`src/rtl/alu_shifter_pipe_if.sv`:
```
// Operand/result handshake bundle between the register-read stage and the
// ALU/shifter pipe; master drives operands and out_ready, slave answers.
interface alu_shifter_pipe_if #(
  parameter int WIDTH = 16
) ();
  localparam int SHW = $clog2(WIDTH);

  logic             in_valid;
  logic             in_ready;
  logic [WIDTH-1:0] a;
  logic [WIDTH-1:0] b;
  logic [SHW-1:0]   shift_d;
  logic [3:0]       op;
  logic             out_valid;
  logic             out_ready;
  logic [WIDTH-1:0] res;
  logic [3:0]       szcv;

  modport master (
    output in_valid, a, b, shift_d, op, out_ready,
    input  in_ready, out_valid, res, szcv
  );

  modport slave (
    input  in_valid, a, b, shift_d, op, out_ready,
    output in_ready, out_valid, res, szcv
  );
endinterface

```
`src/rtl/alu_shifter_pipe.sv`:
```
// Two-stage ALU/shifter: S1 captures the operation, S2 computes and holds
// res/szcv. Each stage refills when empty or when its content leaves.
module alu_shifter_pipe #(
  parameter int WIDTH = 16
) (
  input  logic             clk,
  input  logic             rst_n,
  alu_shifter_pipe_if.slave bus
);
  localparam int SHW = $clog2(WIDTH);
  localparam int MSB = WIDTH - 1;

  localparam logic [3:0] OP_ADD = 4'b0000;
  localparam logic [3:0] OP_SUB = 4'b0001;
  localparam logic [3:0] OP_AND = 4'b0010;
  localparam logic [3:0] OP_OR  = 4'b0011;
  localparam logic [3:0] OP_XOR = 4'b0100;
  localparam logic [3:0] OP_CMP = 4'b0101;
  localparam logic [3:0] OP_MOV = 4'b0110;
  localparam logic [3:0] OP_SLL = 4'b1000;
  localparam logic [3:0] OP_SLR = 4'b1001;
  localparam logic [3:0] OP_SRL = 4'b1010;
  localparam logic [3:0] OP_SRA = 4'b1011;

  localparam logic [SHW:0] W_AMT = (SHW + 1)'(WIDTH);

  logic             s1_valid_reg;
  logic [3:0]       s1_op_reg;
  logic [WIDTH-1:0] s1_a_reg;
  logic [WIDTH-1:0] s1_b_reg;
  logic [SHW-1:0]   s1_k_reg;

  logic             s2_valid_reg;
  logic [WIDTH-1:0] s2_res_reg;
  logic [3:0]       s2_szcv_reg;

  logic             s2_load;
  logic             s1_load;

  // S2 may take new content when empty or when the consumer drains it now
  assign s2_load      = !s2_valid_reg || bus.out_ready;
  assign bus.in_ready = !s1_valid_reg || s2_load;
  assign s1_load      = bus.in_valid && bus.in_ready;

  assign bus.out_valid = s2_valid_reg;
  assign bus.res       = s2_res_reg;
  assign bus.szcv      = s2_szcv_reg;

  always_ff @(posedge clk or negedge rst_n) begin
    if (!rst_n) begin
      s1_valid_reg <= 1'b0;
      s1_op_reg    <= '0;
      s1_a_reg     <= '0;
      s1_b_reg     <= '0;
      s1_k_reg     <= '0;
    end else begin
      if (bus.in_ready) begin
        s1_valid_reg <= bus.in_valid;
      end
      if (s1_load) begin
        s1_op_reg <= bus.op;
        s1_a_reg  <= bus.a;
        s1_b_reg  <= bus.b;
        s1_k_reg  <= bus.shift_d;
      end
    end
  end

  // Extended-width datapath: the extra bit carries the carry/borrow or the
  // last bit shifted out, so flags fall out of the same adders/shifters.
  logic [WIDTH:0]   sum_c;
  logic [WIDTH:0]   diff_c;
  logic [WIDTH:0]   lsh_c;
  logic [WIDTH:0]   rsh_c;
  logic [WIDTH:0]   sra_c;
  logic [WIDTH-1:0] rot_c;

  assign sum_c  = {1'b0, s1_b_reg} + {1'b0, s1_a_reg};
  assign diff_c = {1'b0, s1_b_reg} - {1'b0, s1_a_reg};
  assign lsh_c  = {1'b0, s1_b_reg} << s1_k_reg;
  assign rsh_c  = {s1_b_reg, 1'b0} >> s1_k_reg;
  assign sra_c  = (WIDTH + 1)'($signed({s1_b_reg, 1'b0}) >>> s1_k_reg);
  // A shift by WIDTH yields zero, so k=0 degenerates to plain b
  assign rot_c  = (s1_b_reg << s1_k_reg) | (s1_b_reg >> (W_AMT - {1'b0, s1_k_reg}));

  logic [WIDTH-1:0] res_c;
  logic [WIDTH-1:0] flag_src_c;
  logic             c_c;
  logic             v_c;
  logic [3:0]       szcv_c;

  always_comb begin
    res_c      = '0;
    flag_src_c = '0;
    c_c        = 1'b0;
    v_c        = 1'b0;
    szcv_c     = 4'b0000;
    case (s1_op_reg)
      OP_ADD: begin
        res_c = sum_c[MSB:0];
        c_c   = sum_c[WIDTH];
        v_c   = (s1_a_reg[MSB] == s1_b_reg[MSB]) && (sum_c[MSB] != s1_b_reg[MSB]);
      end
      OP_SUB, OP_CMP: begin
        res_c = (s1_op_reg == OP_CMP) ? s1_b_reg : diff_c[MSB:0];
        c_c   = diff_c[WIDTH];
        v_c   = (s1_a_reg[MSB] != s1_b_reg[MSB]) && (diff_c[MSB] != s1_b_reg[MSB]);
      end
      OP_AND: res_c = s1_a_reg & s1_b_reg;
      OP_OR:  res_c = s1_a_reg | s1_b_reg;
      OP_XOR: res_c = s1_a_reg ^ s1_b_reg;
      OP_MOV: res_c = s1_a_reg;
      OP_SLL: begin
        res_c = lsh_c[MSB:0];
        c_c   = lsh_c[WIDTH];
      end
      OP_SLR: begin
        res_c = rot_c;
        c_c   = lsh_c[WIDTH];
      end
      OP_SRL: begin
        res_c = rsh_c[WIDTH:1];
        c_c   = rsh_c[0];
      end
      OP_SRA: begin
        res_c = sra_c[WIDTH:1];
        c_c   = sra_c[0];
      end
      default: res_c = '0;
    endcase
    // Compare reports flags of the subtraction while passing b through
    flag_src_c = (s1_op_reg == OP_CMP) ? diff_c[MSB:0] : res_c;
    szcv_c     = {flag_src_c[MSB], (flag_src_c == '0), c_c, v_c};
  end

  always_ff @(posedge clk or negedge rst_n) begin
    if (!rst_n) begin
      s2_valid_reg <= 1'b0;
      s2_res_reg   <= '0;
      s2_szcv_reg  <= '0;
    end else if (s2_load) begin
      s2_valid_reg <= s1_valid_reg;
      if (s1_valid_reg) begin
        s2_res_reg  <= res_c;
        s2_szcv_reg <= szcv_c;
      end
    end
  end
endmodule

```
`src/flat_wrapper.sv`:
```
// flat-port wrapper written by rule: the top's interface ports become plain ports
module alu_shifter_pipe_flat 
#(
  parameter int WIDTH = 16
)
  (clk, rst_n, bus_in_valid, bus_a, bus_b, bus_shift_d, bus_op, bus_out_ready, bus_in_ready, bus_out_valid, bus_res, bus_szcv);
  alu_shifter_pipe_if #(.WIDTH(WIDTH)) bus_i ();
  input  logic clk;
  input  logic rst_n;
  input wire logic [$bits(bus_i.in_valid)-1:0] bus_in_valid;
  input wire logic [$bits(bus_i.a)-1:0] bus_a;
  input wire logic [$bits(bus_i.b)-1:0] bus_b;
  input wire logic [$bits(bus_i.shift_d)-1:0] bus_shift_d;
  input wire logic [$bits(bus_i.op)-1:0] bus_op;
  input wire logic [$bits(bus_i.out_ready)-1:0] bus_out_ready;
  output wire logic [$bits(bus_i.in_ready)-1:0] bus_in_ready;
  output wire logic [$bits(bus_i.out_valid)-1:0] bus_out_valid;
  output wire logic [$bits(bus_i.res)-1:0] bus_res;
  output wire logic [$bits(bus_i.szcv)-1:0] bus_szcv;
  assign bus_i.in_valid = bus_in_valid;
  assign bus_i.a = bus_a;
  assign bus_i.b = bus_b;
  assign bus_i.shift_d = bus_shift_d;
  assign bus_i.op = bus_op;
  assign bus_i.out_ready = bus_out_ready;
  assign bus_in_ready = bus_i.in_ready;
  assign bus_out_valid = bus_i.out_valid;
  assign bus_res = bus_i.res;
  assign bus_szcv = bus_i.szcv;
  alu_shifter_pipe #(.WIDTH(WIDTH)) u_core (.clk(clk), .rst_n(rst_n), .bus(bus_i));
endmodule
```
`config.mk`:
```
export PLATFORM = sky130hd
export DESIGN_NAME = alu_shifter_pipe_flat
export DESIGN_NICKNAME = d
export VERILOG_FILES = /design/src/rtl/alu_shifter_pipe_if.sv /design/src/rtl/alu_shifter_pipe.sv /design/src/flat_wrapper.sv
export SDC_FILE = /design/constraint.sdc
export NUM_CORES = 1
export LEC_CHECK = 0
export CAP_MARGIN = 30
export CORE_MARGIN = 1
export CORE_UTILIZATION = 50
export CTS_BUF_LIST = sky130_fd_sc_hd__clkbuf_8
export DETAILED_ROUTE_END_ITERATION = 6
export PLACE_DENSITY_LB_ADDON = 0.15
export SKIP_CTS_REPAIR_TIMING = 1
export SYNTH_ARGS = -nofsm -noshare
export SYNTH_HDL_FRONTEND = slang
export SYNTH_SLANG_ARGS = --single-unit
```
`constraint.sdc`:
```
create_clock -name clk -period 4.43 [get_ports clk]
set_input_delay 0.886 -clock clk [delete_from_list [all_inputs] [get_ports clk]]
set_output_delay 0.886 -clock clk [all_outputs]
set_load 0.01 [all_outputs]
```
After elaboration in Yosys (flattened, before gate mapping)
Cells that the tools add are included.
{ "word_totals": {"mem_count": 0, "register_bits": 62, "latchBits": 0, "mem_bits_ro": 0, "out_inout_bits": 22, "input_bits": 44, "word_cells": 51, "ramBits": 0} }
{ "classes": {"bitwise": 4, "mul": 0, "magnitude_cmp": 0, "n_reduce_logical": 12, "n_mux": 5, "n_div": 0, "eq_ne": 14, "n_addsub": 3, "shifts": 5} }
{ "op_table": {"columns": ["op", "count"], "rows": [
  ["one-hot mux 16 bit (10 select lines)", 1],
  ["2-to-1 mux 16 bit", 2],
  ["OR 16 bit", 2],
  ["adder 16 x 16 -> 17 bit", 1],
  ["left shift 16 x 4 -> 17 bit", 1],
  ["right shift 17 x 4 -> 17 bit", 1],
  [">>> shifter 17 x 4 -> 17 bit", 1],
  ["subtractor 16 x 16 -> 17 bit", 1],
  ["bitwise AND 16 bit", 1],
  ["equality test 4 bit (second input constant)", 4],
  ["logical NOT 16 bit", 1],
  ["left shift 16 x 4 -> 16 bit", 1],
  ["right shift 16 x 5 -> 16 bit", 1],
  ["XOR 16 bit", 1],
  ["equality test 4 x 3 -> 1 bit (second input constant)", 3],
  ["equality test 4 x 2 -> 1 bit (second input constant)", 2],
  ["one-hot mux 1 bit (5 select lines)", 1],
  ["subtractor 5 x 4 -> 5 bit (first input constant)", 1],
  ["equality test 4 x 1 -> 1 bit (second input constant)", 1],
  ["logical NOT 4 bit", 1],
  ["OR reduction 2 bit", 2],
  ["logical AND 1 bit", 3],
  ["!= test 1 bit", 3],
  ["logical NOT 1 bit", 2],
  ["4 further kinds", 5]
]} }

Depth between registers and ports, before layout
{ "depth": {"word_depth": 6, "depth_mapped": 17, "ltp_nobuf": 13} }

Least setup slack after synthesis
Ideal clock, no wire load.
{ "synth_path": {"kind": "register to register", "startpoint": "register u_core.s1_k_reg[1]", "endpoint": "register u_core.s2_szcv_reg[2], in the netlist u_core.bus.szcv[2]", "slack_ns": 0.384, "required_ns": 4.362, "t_arrival_ns": 3.978, "setup_time_ns": 0.068, "synth_period_minus_slack_ns": 4.046, "path_stages_with_launch": 16, "path_buffers": 3, "cell_sequence": "dfrtp_1 -> clkbuf_1 -> inv_1 -> clkbuf_1 -> clkbuf_1 -> ha_1 -> xor2_1 -> mux2_2 -> nand2_1 -> o21ai_0 -> a221oi_1 -> o21ai_0 -> a211o_1 -> or4_1 -> o41ai_2 -> a32o_1"} }
{ "synth_between": {"elab_chain_cells": 6, "word_cells_on_any_way": 10, "classes_between": "add/sub: 1; shift: 5; mux: 2; bitwise: 1; reduce/logical: 1"} }
{ "synth_rtl": {"columns": ["element", "line_no", "text"], "rows": [
  ["start, declared", "alu_shifter_pipe.sv:31", "logic [SHW-1:0] s1_k_reg;"],
  ["start signal, assigned", "alu_shifter_pipe.sv:64", "s1_k_reg <= bus.shift_d;"],
  ["subtractor 5 x 4 -> 5 bit", "alu_shifter_pipe.sv:84", "assign rot_c = (s1_b_reg << s1_k_reg) | (s1_b_reg >> (W_AMT - {1'b0, s1_k_reg}));"],
  ["right shift 16 x 5 -> 16 bit", "alu_shifter_pipe.sv:84", null],
  ["OR 16 bit", "alu_shifter_pipe.sv:84", null],
  ["one-hot mux 16 bit (10 select lines) (*)", "alu_shifter_pipe.sv:98", "case (s1_op_reg)"],
  ["2-to-1 mux 16 bit (*)", "alu_shifter_pipe.sv:132", "flag_src_c = (s1_op_reg == OP_CMP) ? diff_c[MSB:0] : res_c;"],
  ["logical NOT 16 bit (*)", "alu_shifter_pipe.sv:133", "szcv_c = {flag_src_c[MSB], (flag_src_c == '0), c_c, v_c};"],
  ["end signal, assigned", "alu_shifter_pipe.sv:145", "s2_szcv_reg <= szcv_c;"],
  ["end, declared", "alu_shifter_pipe.sv:35", "logic [3:0] s2_szcv_reg;"]
]} }
Mark *: on every way between the ends. The rest lies on a longest branch, timed or not.
A chain may end at the register's enable or synchronous reset.

Worst setup path after layout
{ "layout_path": {"startpoint": "register u_core.s1_b_reg[0]", "endpoint": "register u_core.s2_szcv_reg[2], in the netlist u_core.bus.szcv[2]"} }
{ "layout_between": {"elab_chain_cells": 5, "word_cells_on_any_way": 15, "classes_between": "add/sub: 2; shift: 5; mux: 3; bitwise: 4; reduce/logical: 1"} }
{ "layout_rtl": {"columns": ["element", "line_no", "text"], "rows": [
  ["start, declared", "alu_shifter_pipe.sv:30", "logic [WIDTH-1:0] s1_b_reg;"],
  ["start signal, assigned", "alu_shifter_pipe.sv:63", "s1_b_reg <= bus.b;"],
  ["subtractor 16 x 16 -> 17 bit (tied with other cells)", "alu_shifter_pipe.sv:79", "assign diff_c = {1'b0, s1_b_reg} - {1'b0, s1_a_reg};"],
  ["2-to-1 mux 16 bit / OR 16 bit (equally long branches)", "alu_shifter_pipe.sv:105, alu_shifter_pipe.sv:84", null],
  ["one-hot mux 16 bit (10 select lines)", "alu_shifter_pipe.sv:98", null],
  ["2-to-1 mux 16 bit (*)", "alu_shifter_pipe.sv:132", null],
  ["logical NOT 16 bit (*)", "alu_shifter_pipe.sv:133", null]
]} }
Marks and branches as above.

==> summary.md <==
| Metric | Value |
|---|---|
| Final setup viols | `0` |
| Top cell type's share of synthesized area | `20.2%` |
| GR Overflow Total | `0` |
| Root buffer cell | `clkbuf_8` |
| Largest net degree at the start of global routing | `57` |
| Sequential-to-total area share from yosys stat | `20.2%` |
| Pint | `2.06 mW` |
| Final WS setup | `0.282 ns` |
| Sw Ratio | `46.7%` |
| Leakage | `3.76 nW` |
| Post-Synthesis Mean Instance Area | `8.19 um^2` |
| Largest family of logic cells by synthesized area | `compound AO/OA/AOI/OAI gates` |
| Vias in the first global route | `7,398` |
| Fin crit share | `93.6%` |
| Pre-CTS setup slack | `0.260 ns` |
| Worst reg-to-reg path cell count | `13` |
| Drt pass-1 iters | `7` |
| CTS Buf Count | `9` |
| Top fanout value on the critical path | `10` |
| Residual DRC count | `2` |
| Crit start category | `register` |
| Post-Synth Simple-Gate Area | `17.7%` |
| Compound-Gate Fraction of Synth Area | `24.3%` |
| Peak VDD IR | `0.000276 V` |
| Synth warn | `0` |
| Critical path startpoint | `u_core.s1_b_reg[0]` |
| Clock share of power | `14.5%` |
| Initial Utilization | `52.0%` |
| Final ANT Viol Nets | `0` |
| Post-synthesis xor/xnor area fraction | `1.71%` |
| Final WL | `28.3 mm` |
| CTS HTree Levels | `3` |
| CP endpoint | `u_core.bus.szcv[2]` |
| Nets@finish | `1,077` |
| Share of cells above drive strength 1 | `16.7%` |
| CTS tree | `done` |
| Row count | `44` |
| DIE HEIGHT | `126 um` |
| Req. time, crit path | `4.73 ns` |
| Core Area | `14,800 um^2` |
| Worst-path clk slew | `0.07 ns` |
| Via count | `7,859` |
| Outcome | `finished with violations` |
| Setup Crit Path Kind | `reg -> reg` |
| Pwr dens | `439 nW/um^2` |
| Setup tns final | `0 ns` |
| All-layer global routing usage | `36.2%` |
| First-pass GRT wire length | `43.7 mm` |
| Most instantiated library cell after synthesis | `nor2_1` |
| Slew at the pin closest to its max-slew limit | `1.04 ns` |
| Final hold vios | `0` |
| Number of DRC markers in iteration 0 | `1,264` |
| # IOs | `66` |
| RSZ-0062 raised after global routing | `false` |
| Adder-Cell Fraction of Synth Area | `8.52%` |
| Critical path endpoint category | `register` |
| GPL Wtd Cong | `1.06` |
| Latest clock arrival within the worst-skew pair | `0.37 ns` |
| Area leader, netlist | `dfrtp_1` |
| Fin crit period | `4.15 ns` |
| Gate Count Post-Synth | `936` |
| Area Growth Syn to Fin | `14.8%` |
| Top FF cell, synth | `dfrtp_1` |
| Reg2reg setup slack | `0.28 ns` |
| Die area | `15,800 um^2` |
| Highest Clock Rate | `241 MHz` |
| Multiplexer area fraction after synthesis | `19.8%` |
| Inserted Diodes | `0` |
| FFs w/ async S/R, synth | `100%` |
| Final Skew | `0.0150 ns` |
| Max Root-Sink Buffers | `2` |
| Drt wl/cell | `24.1 um` |
| Post-Syn Area | `7660 um^2` |
| FF-to-FF End | `u_core.bus.szcv[2]` |
| Failing checks | `design-rule violations` |
| RR Startpoint | `u_core.s1_b_reg[0]` |
| Top post-synthesis cells by area | `dfrtp_1, mux2_2, ha_1` |
| Post-synth EDFFs | `0` |
| CP arrival | `4.45 ns` |
| Clk sink count | `62` |
| Initial antenna violation count | `0` |
| Seq pwr share | `22.3%` |
| Post-Syn Nets | `1,031` |
| PortBufs | `65` |
| Max-slew violations | `0` |
| Die width | `126 um` |
| #FFs+latches synth | `62` |
| Synth cell types | `83` |
| Sw Pwr | `1.80 mW` |
| Hold Crit Class | `reg -> reg` |
| Commonest cells post-synth | `nor2_1, nand2_1, mux2_2` |
| Vias per cell | `6.71` |
| DP HPWL | `21.9 mm` |
| Comb pwr share | `63.1%` |
| Total power | `3.86 mW` |
| Rel. slew slack | `30.8%` |
| Max-capacitance violation count | `0` |
==> layer usage <==
metal	track usage (%)	wire length, um
met4	18.0	1380
met2	54.8	12300
met3	7.86	2770
met5	0	0
met1	48.9	11800
==> final cells by class <==
class,count,area (um^2)
Fill cell,1391,5960
Timing Repair Buffer,111,1010
Clock inverter,6,77.6
Inverter,66,248
Multi-Input combinational cell,732,5540
Clock buffer,10,138
Tap cell,184,230
Sequential cell,62,1550
==> kinds of logic after synthesis <==
| group | count (synthesis) |
|---|---|
| fa+ha+maj | 51 |
| mux | 123 |
| buf+inv | 142 |
| compound gates | 267 |
| flops | 62 |
| simple gates | 276 |
| xor+xnor | 15 |
==> power groups by stage <==
stage	logic, mW	clock network (mW)	registers (mW)
after detailed placement	2.36	0	0.866
after CTS	2.37	0.579	0.855
after global placement	2.36	0	0.860
after global routing	2.61	0.601	0.876
after floorplan	1.57	0	0.834
final	2.44	0.561	0.861
==> through the flow <==
stage	instance area, um^2	util, %	hold WS [ns]	cells
global route	8800	59.6	0.522	1171
floorplan	7660	-	0.471	936
finish	8800	59.6	0.482	1171
detailed placement	8570	58.1	0.473	1155
CTS	8790	59.6	0.490	1171
global placement	8550	57.9	0.467	1154
==> worst max-delay path: stages, from the launching register on <==
cell and delay [ns]:
dfrtp_1 0.54, inv_1 0.14, ha_1 0.26, fa_1 0.43
or2_2 0.36, a221oi_2 0.39, o311ai_0 0.36, nand3_1 0.19
o21ai_0 0.11, xnor2_1 0.15, o21ai_0 0.11, or4_1 0.54
o41ai_2 0.29, a32o_1 0.21
==> worst min-delay path by stage <==
stage | cells past startpoint | endpoint | from | slack, ns
floorplan | 1 | u_core.bus.out_valid | u_core.s1_valid_reg | 0.47
global placement | 2 | u_core.bus.res[13] | u_core.bus.res[13] | 0.47
detailed placement | 2 | u_core.bus.res[13] | u_core.bus.res[13] | 0.47
CTS | 2 | u_core.bus.res[13] | u_core.bus.res[13] | 0.49
global route | 2 | u_core.bus.res[13] | u_core.bus.res[13] | 0.52
finish | 2 | u_core.bus.res[13] | u_core.bus.res[13] | 0.48
==> placed cells by master (no fill, tap or decap), drive strengths merged, types with 9 or more instances in the layout <==
cell	count
nor2	79
nand2	70
inv	67
mux2	67
clkdlybuf4s50	64
dfrtp	62
a21oi	58
o21ai	51
ha	49
buf	47
mux2i	40
nand3	22
nor3	21
a211oi	18
mux4	16
a221oi	16
nand2b	13
xnor2	12
a22oi	11
o22ai	11
o211ai	10
o221ai	10
clkbuf	10
and2	10
nand3b	9
Power figures use the tool's default switching activity.
